## src/rtl/sat_accum_stream.sv

```systemverilog
// Saturating group accumulator: signed terms summed per in_last-delimited group, result registered one cycle after the last term.
// An unconsumed result drops in_ready, stalling upstream while the partial group stays intact.
module sat_accum_stream #(
  parameter int width       = 8,
  parameter int acc_width   = 8,
  parameter int count_width = 8
) (
  input  logic                   clk,
  input  logic                   reset_n,
  input  logic                   in_valid,
  input  logic [width-1:0]       in_data,
  input  logic                   in_last,
  output logic                   in_ready,
  output logic                   out_valid,
  output logic [acc_width-1:0]   out_data,
  output logic                   out_sat,
  output logic [count_width-1:0] out_count,
  input  logic                   out_ready
);

  localparam int ext_width = acc_width + 1;
  localparam logic signed [ext_width-1:0] sum_max = {2'b00, {(acc_width-1){1'b1}}};
  localparam logic signed [ext_width-1:0] sum_min = {2'b11, {(acc_width-1){1'b0}}};

  logic [acc_width-1:0]   acc;
  logic                   sticky;
  logic [count_width-1:0] count;
  logic                   first;

  logic                   accept;
  logic                   last_accept;
  logic signed [ext_width-1:0] base;
  logic signed [ext_width-1:0] term;
  logic signed [ext_width-1:0] sum;
  logic                   over;
  logic                   under;
  logic [acc_width-1:0]   acc_next;
  logic                   sticky_next;
  logic [count_width-1:0] count_next;

  assign in_ready    = !out_valid || out_ready;
  assign accept      = in_valid && in_ready;
  assign last_accept = accept && in_last;

  // One extra bit of headroom makes a single add of two in-range values overflow-free.
  always_comb begin
    base  = first ? '0 : {acc[acc_width-1], acc};
    term  = {{(ext_width-width){in_data[width-1]}}, in_data};
    sum   = base + term;
    over  = sum > sum_max;
    under = sum < sum_min;

    if (over) begin
      acc_next = sum_max[acc_width-1:0];
    end else if (under) begin
      acc_next = sum_min[acc_width-1:0];
    end else begin
      acc_next = sum[acc_width-1:0];
    end

    sticky_next = (!first && sticky) || over || under;

    if (first) begin
      count_next = count_width'(1);
    end else if (&count) begin
      count_next = count;
    end else begin
      count_next = count + count_width'(1);
    end
  end

  always_ff @(posedge clk or negedge reset_n) begin
    if (!reset_n) begin
      acc    <= '0;
      sticky <= 1'b0;
      count  <= '0;
      first  <= 1'b1;
    end else if (accept) begin
      acc    <= acc_next;
      sticky <= sticky_next;
      count  <= count_next;
      first  <= in_last;
    end
  end

  // A new group result overwrites a result being consumed on the same edge.
  always_ff @(posedge clk or negedge reset_n) begin
    if (!reset_n) begin
      out_valid <= 1'b0;
      out_data  <= '0;
      out_sat   <= 1'b0;
      out_count <= '0;
    end else if (last_accept) begin
      out_valid <= 1'b1;
      out_data  <= acc_next;
      out_sat   <= sticky_next;
      out_count <= count_next;
    end else if (out_ready) begin
      out_valid <= 1'b0;
    end
  end

endmodule

```

## config.mk

```make
export PLATFORM = sky130hd
export DESIGN_NAME = sat_accum_stream
export DESIGN_NICKNAME = d
export VERILOG_FILES = /design/src/rtl/sat_accum_stream.sv
export SDC_FILE = /design/constraint.sdc
export NUM_CORES = 1
export LEC_CHECK = 0
export ABC_AREA = 1
export BUFFER_PORTS_ARGS = -buffer_cell sky130_fd_sc_hd__buf_4
export CAP_MARGIN = 15
export CORE_MARGIN = 4
export CORE_UTILIZATION = 57
export DETAILED_ROUTE_END_ITERATION = 16
export HOLD_SLACK_MARGIN = 0.15
export PLACE_DENSITY = 0.8
export SETUP_SLACK_MARGIN = 0.05
export SYNTH_ARGS = -nofsm -noshare
export SYNTH_HDL_FRONTEND = slang
export SYNTH_SLANG_ARGS = --single-unit
```

## constraint.sdc

```tcl
create_clock -name clk -period 3.1 [get_ports clk]
set_input_delay 0.155 -clock clk [delete_from_list [all_inputs] [get_ports clk]]
set_output_delay 0.155 -clock clk [all_outputs]
set_load 0.1 [all_outputs]
```

* Yosys cells after proc, flatten, opt, wreduce, memory -nomap -nowiden *
Cells that the tools add are included.

cells by class
  add/subtract/negate cells = 2
  $lt $le $gt $ge = 2
  multiplexer cells = 7
  reduce and logical (&&, ||, !) cells = 10

operators with widths
  cell                   count
  $mux W8                4
  $add A9 B8 Y9          1
  $gt A9 B8 Y1 const B   1
  $lt A9 B8 Y1 const B   1
  $mux W9                1
  $add A8 B1 Y8 const B  1
  $reduce_and A8 Y1      1
  $logic_and A1 B1 Y1    3
  $logic_or A1 B1 Y1     3
  $logic_not A1 Y1       2
  $mux W1                2
  $reduce_bool A2 Y1     1

storage, ports and cells
  flip-flop bits (word level) = 36
  bits of input ports = 13
  output and inout port bits = 19

* Depth between registers and ports, before layout *
Gate-level depths: netlist of run 1.

  depth after elaboration = 5
  gate-level depth with buffers = 16

* Worst setup path after synthesis of run 1 *
OpenSTA, ideal clock, no wires.

  path kind = reg-to-reg
  start point = register out_valid
  end point = register out_count[3]
  arrival = 2.632 ns
  path slack = 0.348 ns
  stages on the path, launching flop included = 9
  buffers on the path = 1
  path through = dfrtp_1 nand2_1 nand2_1 inv_1 nand2_1 inv_1 buf_6 nand4_1 nand2_1

on the way
  word-level cells in the longest chain between the ends = 4

ends and longest elaborated chain
  what                    RTL line  RTL
  from (decl)             14        output logic out_valid,
  from (signal assigned)  89        out_valid <= 1'b0;
  from (signal assigned)  94        out_valid <= 1'b1;
  from (signal assigned)  99        out_valid <= 1'b0;
  $logic_not A1 Y1        41        assign in_ready = !out_valid || out_ready;
  $logic_or A1 B1 Y1      41
  via in_ready            13        output logic in_ready,
  $logic_and A1 B1 Y1     42        assign accept = in_valid && in_ready;
  $logic_and A1 B1 Y1     43        assign last_accept = accept && in_last;
  to (signal assigned)    97        out_count <= count_next;
  to (decl)               17        output logic [count_width-1:0] out_count,

The timed path passes the listed nets, and every way through them passes these cells.
A chain may end at the register's enable or synchronous reset.

* Worst setup path after layout of run 1 *
  start point = register first
  end point = register acc[0]

on the way
  word-level cells in the longest chain between the ends = 5
  elaborated cells on any way between the ends = 6
  those cells by class = add/sub: 1; order compare: 2; mux: 3

ends and longest elaborated chain
  what                    RTL line  RTL
  from (decl)             28        logic first;
  from (signal assigned)  82        first <= in_last;
  $mux W9 (*)             47        base = first ? '0 : {acc[acc_width-1], acc};
  $add A9 B8 Y9 (*)       49        sum = base + term;
  $lt A9 B8 Y1            51        under = sum < sum_min;
  $mux W8                 55        end else if (under) begin
  $mux W8 (*)             53        if (over) begin
  to (signal assigned)    79        acc <= acc_next;
  to (decl)               25        logic [acc_width-1:0] acc;

Mark *: on every way between the ends. The rest lies on a longest branch, timed or not.

==> results of run 1 <==
## per-stage QoR
stage | setup WS [ps] | util, % | area, sq um | hold WS (ps)
after CTS | 710 | 69.0 | 2520 | 151
after global placement | 794 | 66.1 | 2420 | 132
after global routing | 449 | 69.0 | 2520 | 195
final | 692 | 69.0 | 2520 | 161
after floorplan | 348 | - | 2160 | -141
after detailed placement | 735 | 66.1 | 2420 | 131
## sequential cells by signal, indices dropped and copies added (netlist names)
signal / flops
acc: 8
out_sat: 1
first: 1
out_count: 8
count: 8
sticky: 1
out_valid: 1
out_data: 8
## worst max path at each step
stage,from,to,slack (ps)
6_report,first,acc[0],690
2_1_floorplan,out_valid,out_count[3],350
3_3_place_gp,first,out_data[1],790
5_1_grt,first,acc[0],450
4_1_cts,first,acc[0],710
3_5_place_dp,first,out_data[1],730
## area by class of cell
cell class,count,area (sq um)
inverter,38,143
multi-input combinational,212,1060
timing repair buffer,35,265
clock buffer,7,86.3
fill,340,1140
sequential,36,902
clock inverter,1,7.51
tap,48,60.1
## worst max-delay path, cell delays in order (launching register included)
cell and delay (ps):
dfstp_2 650, nor2_1 90, ha_1 210, fa_1 410, nand2_1 90, nand3_1 120
nand3_1 140, nand2_1 60, nand2_1 50, nand2_1 90, nand2_4 130, nand2_1 90
nand3_1 90, nand2_1 60
## layer usage
metal / part of all wire (%) / wire (microns) / track usage (%) / vias to the layer above
met5: 0 / 0 / 0 / -
met4: 1.2 / 53 / 5.42 / 0
met2: 48 / 2150 / 35.2 / 28
met1: 47 / 2070 / 23.8 / 871
li1: - / - / - / 985
met3: 3.7 / 166 / 5.22 / 4
## power groups by stage
| stage | clock network (W) | logic, W | registers (W) |
|---|---|---|---|
| 6_report | 0.000346 | 0.00145 | 0.000706 |
| 5_1_grt | 0.000371 | 0.00159 | 0.000726 |
| 4_1_cts | 0.000353 | 0.00146 | 0.000705 |
| 3_5_place_dp | 0 | 0.00146 | 0.000711 |
| 3_3_place_gp | 0 | 0.00143 | 0.000709 |
| 2_1_floorplan | 0 | 0.000676 | 0.00121 |
## cell families after synthesis
group / share of synthesized area (%)
simple gates: 35.1
buf+inv: 9.15
flops: 41.7
compound gates: 6.25
fa+ha+maj: 6.14
xor+xnor: 1.62
## synth_stat cells, types with 3 or more instances
cell | n | share of area, %
o21ai_0 | 18 | 4.2
nand2_1 | 116 | 20
nand3_2 | 3 | 1.4
inv_1 | 37 | 6.4
clkbuf_1 | 3 | 0.52
nor2_1 | 13 | 2.3
nand4_1 | 5 | 1.4
nand3b_1 | 4 | 1.4
ha_1 | 9 | 5.2
dfrtp_1 | 35 | 41
buf_6 | 3 | 1.6
nand2_2 | 11 | 3.2
a21oi_1 | 3 | 0.69
nand3_1 | 18 | 4.2
## what timing repair did
action | in CTS | in global routing
hold buffers | 1 | 0
hold endpoints to repair | 36 | 0
gates resized for setup | 0 | 0
==> run_results.csv, run 1 <==
group,metric,value,unit
route,drt_wl_total,4430,microns
route,wl_per_cell,11.8,microns
min_path,min_path_cells,4,
yosys,yosys_register_bits,36,
power_and_ir_drop,p_sw_share,52.9,%
timing,fin_skew,9.16,ps
worst_setup_path,cp_max_fo,12,
job,max_cap_viol_count,0,
grt,grt_max_degree,37,
worst_setup_path,r2r_cells,13,
yosys,synth_edf_count,0,
timing,max_freq,415,MHz
clock_tree,cts_made_buffers,5,
clock_tree,clk_latency,290,ps
yosys,syn_inst,294,
grt,grt_pass1_wl,7850,microns
min_path,hold_end,"out_valid",
grt,antenna_found_initial,0,
layout,layout_common_cells,"nand2_1, inv_1, dfrtp_1, buf_4",
yosys,yosysSeqAreaShare,41.7,%
yosys,synth_area,2160,sq um
route,vias,1888,
floorplan,fp.coreArea,3660,sq um
worst_setup_path,r2r-start,"first",
clock_tree,cts_tree,"built",
power_and_ir_drop,clkPwrFrac,13.8,%
grt,grt_util_all_layers,19.9,%
clock_tree,cts_max_level,2,
route,dr.pass1.iters,4,
route,ant_nets,0,
floorplan,initial_core_util,59.0,%
yosys,synth_cell_types,27,
layout,area_delta_synth_final,16.8,%
worst_setup_path,startpoint_type,"flip-flop",
timing,finalHoldViolCount,0,
timing,rsz0062_at_grt,"false",
timing,slew_headroom,70.5,%
power_and_ir_drop,p_int,0.00118,W
route,viasPerCell,5.01,
layout,drive_gt1_share,18.2,%
floorplan,io_pins,32,
power_and_ir_drop,pwr-share-comb,58.0,%
timing,drv_slew,0,
worst_setup_path,cp.required,3270,ps
worst_setup_path,reg2reg_setup_slack,690,ps
min_path,hold_class,"in2reg",
outcome,status,"complete, no violations",
clock_tree,path_clk_slew,70,ps
power_and_ir_drop,p_leak,1.43,nW
layout,final_common_cell,"nand2_1",
power_and_ir_drop,peakVddDrop,0.000689,V
placement,io_buffer_count,31,
clock_tree,cts_sinks,36,
worst_setup_path,r2r-end,"acc[0]",
clock_tree,clockBufferDepth,2,
yosys,synth_ff_type,"dfrtp_1",
clock_tree,postCtsSetupBuffers,0,
worst_setup_path,end_kind,"flip-flop",
yosys,yosysWarnings,0,
worst_setup_path,crit_type,"reg2reg",
grt,grt_pass1_vias,1895,
timing,fin_tns_setup,0,ps
yosys,syn_nets,317,
floorplan,rows,22,
timing,tightestPinTransition,443,ps
floorplan,dieHeight,69.6,microns
power_and_ir_drop,pwr-share-seq,28.2,%
route,remaining_drc_errors,0,
yosys,syn_avg_cell_area,7.35,sq um
clock_tree,root_buffer,"clkbuf_8",
worst_setup_path,arrival,2580,ps
route,drtIter0Drc,74,
layout,final_cell_count_no_fill,377,
layout,num-nets-final,351,
timing,period_minus_slack,2410,ps
placement,place_hpwl,3310,microns
power_and_ir_drop,cellPowerDensity,992,nW/um^2
timing,setup_viol,0,
placement,place_congestion,0.900,
floorplan,fp.dieW,69.6,microns
placement,placed_cells_incl_taps,368,
grt,grt-ovfl-total,0,
power_and_ir_drop,power,0.00250,W
timing,final_min_period_over_clock_period,77.7,%
yosys,async_reset_ff_share,100,%
layout,num_antenna_cells,0,
min_path,min-delay-start,"out_ready",
floorplan,dieArea,4840,sq um
power_and_ir_drop,p_switching,0.00133,W
No activity file was read; power rests on OpenSTA's default activity.
==> run 2, diff against run 1 <==
- CORE_UTILIZATION: 57 -> 51
- PLACE_DENSITY: 0.8 -> 0.75
- clock period: 3.1 -> 2.2 ns (I/O delays scaled with it)
==> run 2 against run 1 <==
  * Setup slack worse by 570 ps
  * Clock power rose by 41%
  * Sequential power increased by 40%
  * Via count rose by 4.8%
  * Clock skew fell by 4.6 ps
  * Critical path depth unchanged
  * Global-route usage about the same
  * Die area is 10% higher
  * Critical path type unchanged
  * Critical endpoint is now out_data[6]
==> run_results.csv, run 2 (synthesis results as in run 1) <==
group,metric,value,unit
floorplan,fp.coreArea,4060,sq um
power_and_ir_drop,cellPowerDensity,1390,nW/um^2
timing,finalHoldViolCount,0,
worst_setup_path,path_depth,13,
clock_tree,path_clk_slew,70,ps
clock_tree,clk_latency,290,ps
floorplan,dieHeight,73.1,microns
worst_setup_path,r2r_cells,13,
timing,period_minus_slack,2080,ps
floorplan,initial_core_util,53.3,%
clock_tree,cts_max_level,2,
layout,design_area,2720,sq um
timing,final_min_period_over_clock_period,94.5,%
worst_setup_path,end_kind,"flip-flop",
power_and_ir_drop,p_switching,0.00198,W
worst_setup_path,crit_slowest_cell,"dfstp_2",
grt,grt-ovfl-total,0,
worst_setup_path,arrival,2270,ps
grt,grt_pass1_vias,1868,
placement,io_buffer_count,31,
clock_tree,clockBufferDepth,2,
layout,final_cell_count_no_fill,389,
route,drtIter0Drc,136,
route,ant_nets,0,
clock_tree,cts_tree,"built",
worst_setup_path,crit_top_cell,"nand2_2",
worst_setup_path,crit_type,"reg2reg",
grt,grt_util_all_layers,19.9,%
timing,drv_slew,0,
grt,grt_pass1_wl,8290,microns
job,max_cap_viol_count,0,
clock_tree,root_buffer,"clkbuf_8",
timing,whs,211,ps
route,drt_wl_total,4830,microns
power_and_ir_drop,p_int,0.00179,W
worst_setup_path,startpoint_type,"flip-flop",
timing,fin_skew,4.60,ps
floorplan,fp.dieW,73.1,microns
placement,placed_cells_incl_taps,373,
worst_setup_path,cp-endpoint,"out_data[6]",
layout,num-nets-final,361,
timing,max_freq,481,MHz
worst_setup_path,path_cells,"nor2_1 -> ha_2 -> fa_2 -> nand2_2 -> nand3_4 -> nand4_1 -> nand2_1 -> nand2_2 -> nand2_4 -> nand2_2 -> nand2_2 -> nand2_1 -> nand2_1",
route,dr.pass1.iters,4,
route,vias,1979,
layout,fin_util,67.0,%
worst_setup_path,cp.required,2390,ps
power_and_ir_drop,pwr-share-seq,26.3,%
floorplan,dieArea,5340,sq um
layout,layout_common_cells,"nand2_1, buf_4, inv_1, dfrtp_1, nand2_2",
timing,rsz0062_at_grt,"true",
timing,setup_viol,0,
layout,nFillCells,371,
timing,finalWorstSetupSlack,121,ps
worst_setup_path,r2r-start,"first",
power_and_ir_drop,pwr-share-comb,60.8,%
route,wl_per_cell,12.4,microns
worst_setup_path,reg2reg_setup_slack,120,ps
clock_tree,cts_made_buffers,5,
power_and_ir_drop,clkPwrFrac,12.9,%
power_and_ir_drop,p_leak,1.49,nW
floorplan,rows,23,
route,viasPerCell,5.09,
clock_tree,cts_sinks,36,
power_and_ir_drop,p_sw_share,52.4,%
placement,place_area,2460,sq um
placement,place_congestion,0.836,
grt,grt_max_degree,37,
worst_setup_path,cp_max_fo,6,
worst_setup_path,cp_slowest_stage_delay,570,ps
timing,slew_headroom,69.2,%
worst_setup_path,cp-startpoint,"first",
floorplan,io_pins,32,
worst_setup_path,crit_family,"simple AND/OR/NAND/NOR gates",
layout,drive_gt1_share,26.8,%
layout,area_delta_synth_final,25.8,%
placement,place_hpwl,3400,microns
worst_setup_path,r2r-end,"out_data[6]",
placement,dp_slack,-5.02,ps
grt,antenna_found_initial,0,
power_and_ir_drop,peakVddDrop,0.00107,V
layout,num_antenna_cells,0,
timing,tightestPinTransition,461,ps
layout,final_common_cell,"nand2_1",
min_path,hold_class,"in2reg",
outcome,status,"complete, no violations",
route,remaining_drc_errors,0,
worst_setup_path,path_buf_inv,0,
==> run 2: per-layer routing <==
layer  track usage [%]  share of wire, %  vias to the layer above
met1              27.5                45                      916
met5                 0                 0                        -
met2              30.3                47                       56
met4              5.94               1.2                        0
li1                  -                 -                     1001
met3              5.79               7.0                        6
==> run 2: worst min-delay path by stage <==
stage,slack [ps],cells after the start,start,endpoint
2_1_floorplan,-190,0,reset_n,acc[0]
3_3_place_gp,90,1,reset_n,acc[7]
3_5_place_dp,90,1,reset_n,acc[7]
4_1_cts,210,3,in_last,out_valid
5_1_grt,260,3,in_last,out_valid
6_report,210,3,in_last,out_valid
==> run 2: area by class of cell <==
cell class	instances	area [sq um]	share of cell area [%]
flip-flops and latches	36	903	33.2
clock inverters	2	10.0	0.368
well taps	50	62.6	2.30
multi-input cells	213	1170	43.0
clock buffers	6	82.6	3.04
repair buffers	44	348	12.8
inverters	38	143	5.25
==> run 2: repair_timing <==
action / CTS / global route
hold buffers: 2 / 0
cloned: 0 / 1
setup buffers: 0 / 5
hold endpoints to repair: 37 / 0
pin swaps: 1 / 13
resized for setup: 2 / 21
endpoints found under the setup margin: 16 / 16
==> run 2: power groups by stage <==
| stage | sequential (W) | combinational [W] | clock, W |
|---|---|---|---|
| floorplan | 0.00170 | 0.000959 | 0 |
| global placement | 0.000996 | 0.00206 | 0 |
| detailed placement | 0.000996 | 0.00209 | 0 |
| CTS | 0.000990 | 0.00211 | 0.000502 |
| global route | 0.00101 | 0.00250 | 0.000531 |
| finish | 0.000990 | 0.00229 | 0.000487 |
==> run 2: metrics by stage <==
step	setup TNS (ps)	total power, W
5_1_grt	-88.5	0.00404
4_1_cts	0	0.00360
3_5_place_dp	-6.66	0.00308
6_report	0	0.00377
2_1_floorplan	0	0.00266
3_3_place_gp	0	0.00305
==> run 2: worst min-delay path, stage by stage <==
cell     delay, ps
buf_4           80
nand2_1        180
nand2_1        110
==> run 3, diff against run 2 <==
- CORE_UTILIZATION: 51 -> 50
- PLACE_DENSITY: 0.75 -> 0.74
==> run 3 against run 2 <==
  * Largest cell class unchanged
  * Sequential power about the same
  * Hold slack improved by 85 ps
  * Largest power group unchanged
  * Critical path depth unchanged
==> run_results.csv, run 3 (synthesis results as in run 1) <==
group,metric,value,unit
power_and_ir_drop,p_leak,1.54,nW
layout,num_antenna_cells,0,
timing,max_freq,461,MHz
floorplan,rows,23,
timing,rsz0062_at_grt,"true",
floorplan,fp.dieW,73.7,microns
min_path,hold_class,"in2reg",
worst_setup_path,crit_type,"reg2reg",
worst_setup_path,end_kind,"flip-flop",
floorplan,initial_core_util,52.9,%
route,vias,2040,
grt,grt_busiest_layer,"met2",
layout,area_delta_synth_final,30.5,%
worst_setup_path,startpoint_type,"flip-flop",
power_and_ir_drop,cellPowerDensity,1410,nW/um^2
route,dr.pass1.iters,4,
worst_setup_path,crit_top_cell,"nand2_2",
route,remaining_drc_errors,0,
clock_tree,cts_tree,"built",
clock_tree,clockBufferDepth,2,
worst_setup_path,reg2reg_setup_slack,30,ps
worst_setup_path,path_cells,"nor2_2 -> ha_2 -> fa_2 -> nand2_2 -> nand3_4 -> nand4_1 -> nand2_1 -> nand2_2 -> nand2_4 -> nand2_2 -> nand2_2 -> nand2_1 -> nand2_1",
route,drt_wl_total,5260,microns
grt,grt_util_all_layers,19.7,%
timing,fin_skew,5.01,ps
floorplan,dieArea,5440,sq um
grt,grtUsageMet3,4.92,%
placement,place_hpwl,3580,microns
route,ant_nets,0,
grt,grt_use_met2,31.9,%
layout,num-nets-final,367,
worst_setup_path,cp_max_fo,7,
route,wl_per_cell,13.3,microns
timing,tightestPinTransition,462,ps
grt,grt_max_degree,37,
power_and_ir_drop,peakVddDrop,0.00116,V
job,max_cap_viol_count,0,
grt,use_met1,26.4,%
layout,final_common_cell,"nand2_1",
clock_tree,cts_sinks,36,
floorplan,fp.coreArea,4090,sq um
outcome,status,"complete, no violations",
clock_tree,root_buffer,"clkbuf_8",
grt,grt_pass1_wl,8310,microns
route,drtIter0Drc,127,
timing,finalHoldViolCount,0,
timing,drv_slew,0,
placement,place_congestion,0.836,
placement,io_buffer_count,31,
timing,setup_viol,0,
floorplan,io_pins,32,
layout,final_cell_count_no_fill,395,
worst_setup_path,path_buf_inv,0,
layout,fin_util,69.0,%
placement,placed_cells_incl_taps,373,
power_and_ir_drop,power,0.00397,W
worst_setup_path,arrival,2340,ps
grt,antenna_found_initial,0,
route,viasPerCell,5.16,
layout,nFillCells,340,
layout,layout_common_cells,"nand2_1, buf_4, inv_1, dfrtp_1, nand2_2",
worst_setup_path,crit_family,"simple AND/OR/NAND/NOR gates",
worst_setup_path,crit_slowest_cell,"dfstp_2",
timing,slew_headroom,69.1,%
timing,period_minus_slack,2170,ps
clock_tree,path_clk_slew,70,ps
clock_tree,clk_latency,280,ps
clock_tree,cts_max_level,2,
clock_tree,cts_made_buffers,5,
worst_setup_path,cp_slowest_stage_delay,580,ps
grt,grt_pass1_vias,1898,
timing,fin_tns_setup,0,ps
worst_setup_path,cp.required,2370,ps
layout,drive_gt1_share,32.2,%
floorplan,dieHeight,73.7,microns
grt,grt-ovfl-total,0,
timing,final_min_period_over_clock_period,98.7,%
-- run 3: changes by cell type in the layout (fill, tap and decap cells not counted), moves of 5 or more --
| cell | before | now |
|---|---|---|
| nand2_1 | 107 | 96 |
| nand3_2 | 4 | 9 |
| buf_4 | 41 | 46 |
| nand3_1 | 16 | 10 |
| nand2_2 | 20 | 29 |
-- run 3: through the flow --
step           hold slack, ps  setup WS, ps  cell area (sq um)
4_1_cts                   294          57.9               2580
6_report                  296          29.3               2820
5_1_grt                   338          -117               2820
3_5_place_dp             92.7         -14.1               2460
2_1_floorplan            -186          69.8               2180
3_3_place_gp             90.9          13.2               2460
-- run 3: worst register-to-register path: stages (launching register included) --
cell and delay (ps):
dfstp_2 580, nor2_2 50, ha_2 190, fa_2 400, nand2_2 90, nand3_4 80, nand4_1 100, nand2_1 80
nand2_2 100, nand2_4 110, nand2_2 80, nand2_2 50, nand2_1 70, nand2_1 70
-- run 3: cell type report --
type,instances,area [sq um],share of cell area [%]
inverter,38,143,5.06
multi-input combinational,212,1210,43.0
timing repair buffer,51,408,14.5
tap,50,62.6,2.22
sequential,36,903,32.0
clock buffer,8,90.1,3.19
-- run 3: report_power, final --
group          switching [W]  internal [W]  total (W)
sequential          0.000127      0.000867   0.000993
combinational        0.00173      0.000771    0.00250
clock               0.000223      0.000255   0.000479
total                0.00208       0.00189    0.00397
-- run 3: timing repair --
item                                    CTS  global route
pin swaps                                 1            35
endpoints found under the hold margin    37             0
setup buffers                             0            12
resized for setup                         2            39
endpoints found under the setup margin   16            16
hold buffers                              2             0
-- run 3: worst paths after layout --
kind	from	cells past startpoint	end
worst max-delay path	first	13	out_data[3]
worst min-delay path	in_last	3	out_valid
worst max register to register	first	13	out_data[3]
worst min register to register	out_data[5]	2	out_data[5]
max in group asynchronous	reset_n	2	first
min in group asynchronous	reset_n	2	acc[7]
-- run 3: metal layers --
| layer | up-vias | wire length, microns |
|---|---|---|
| li1 | 1012 | - |
| met1 | 952 | 2270 |
| met2 | 64 | 2580 |
| met3 | 12 | 323 |
| met4 | 0 | 93 |
| met5 | - | 0 |
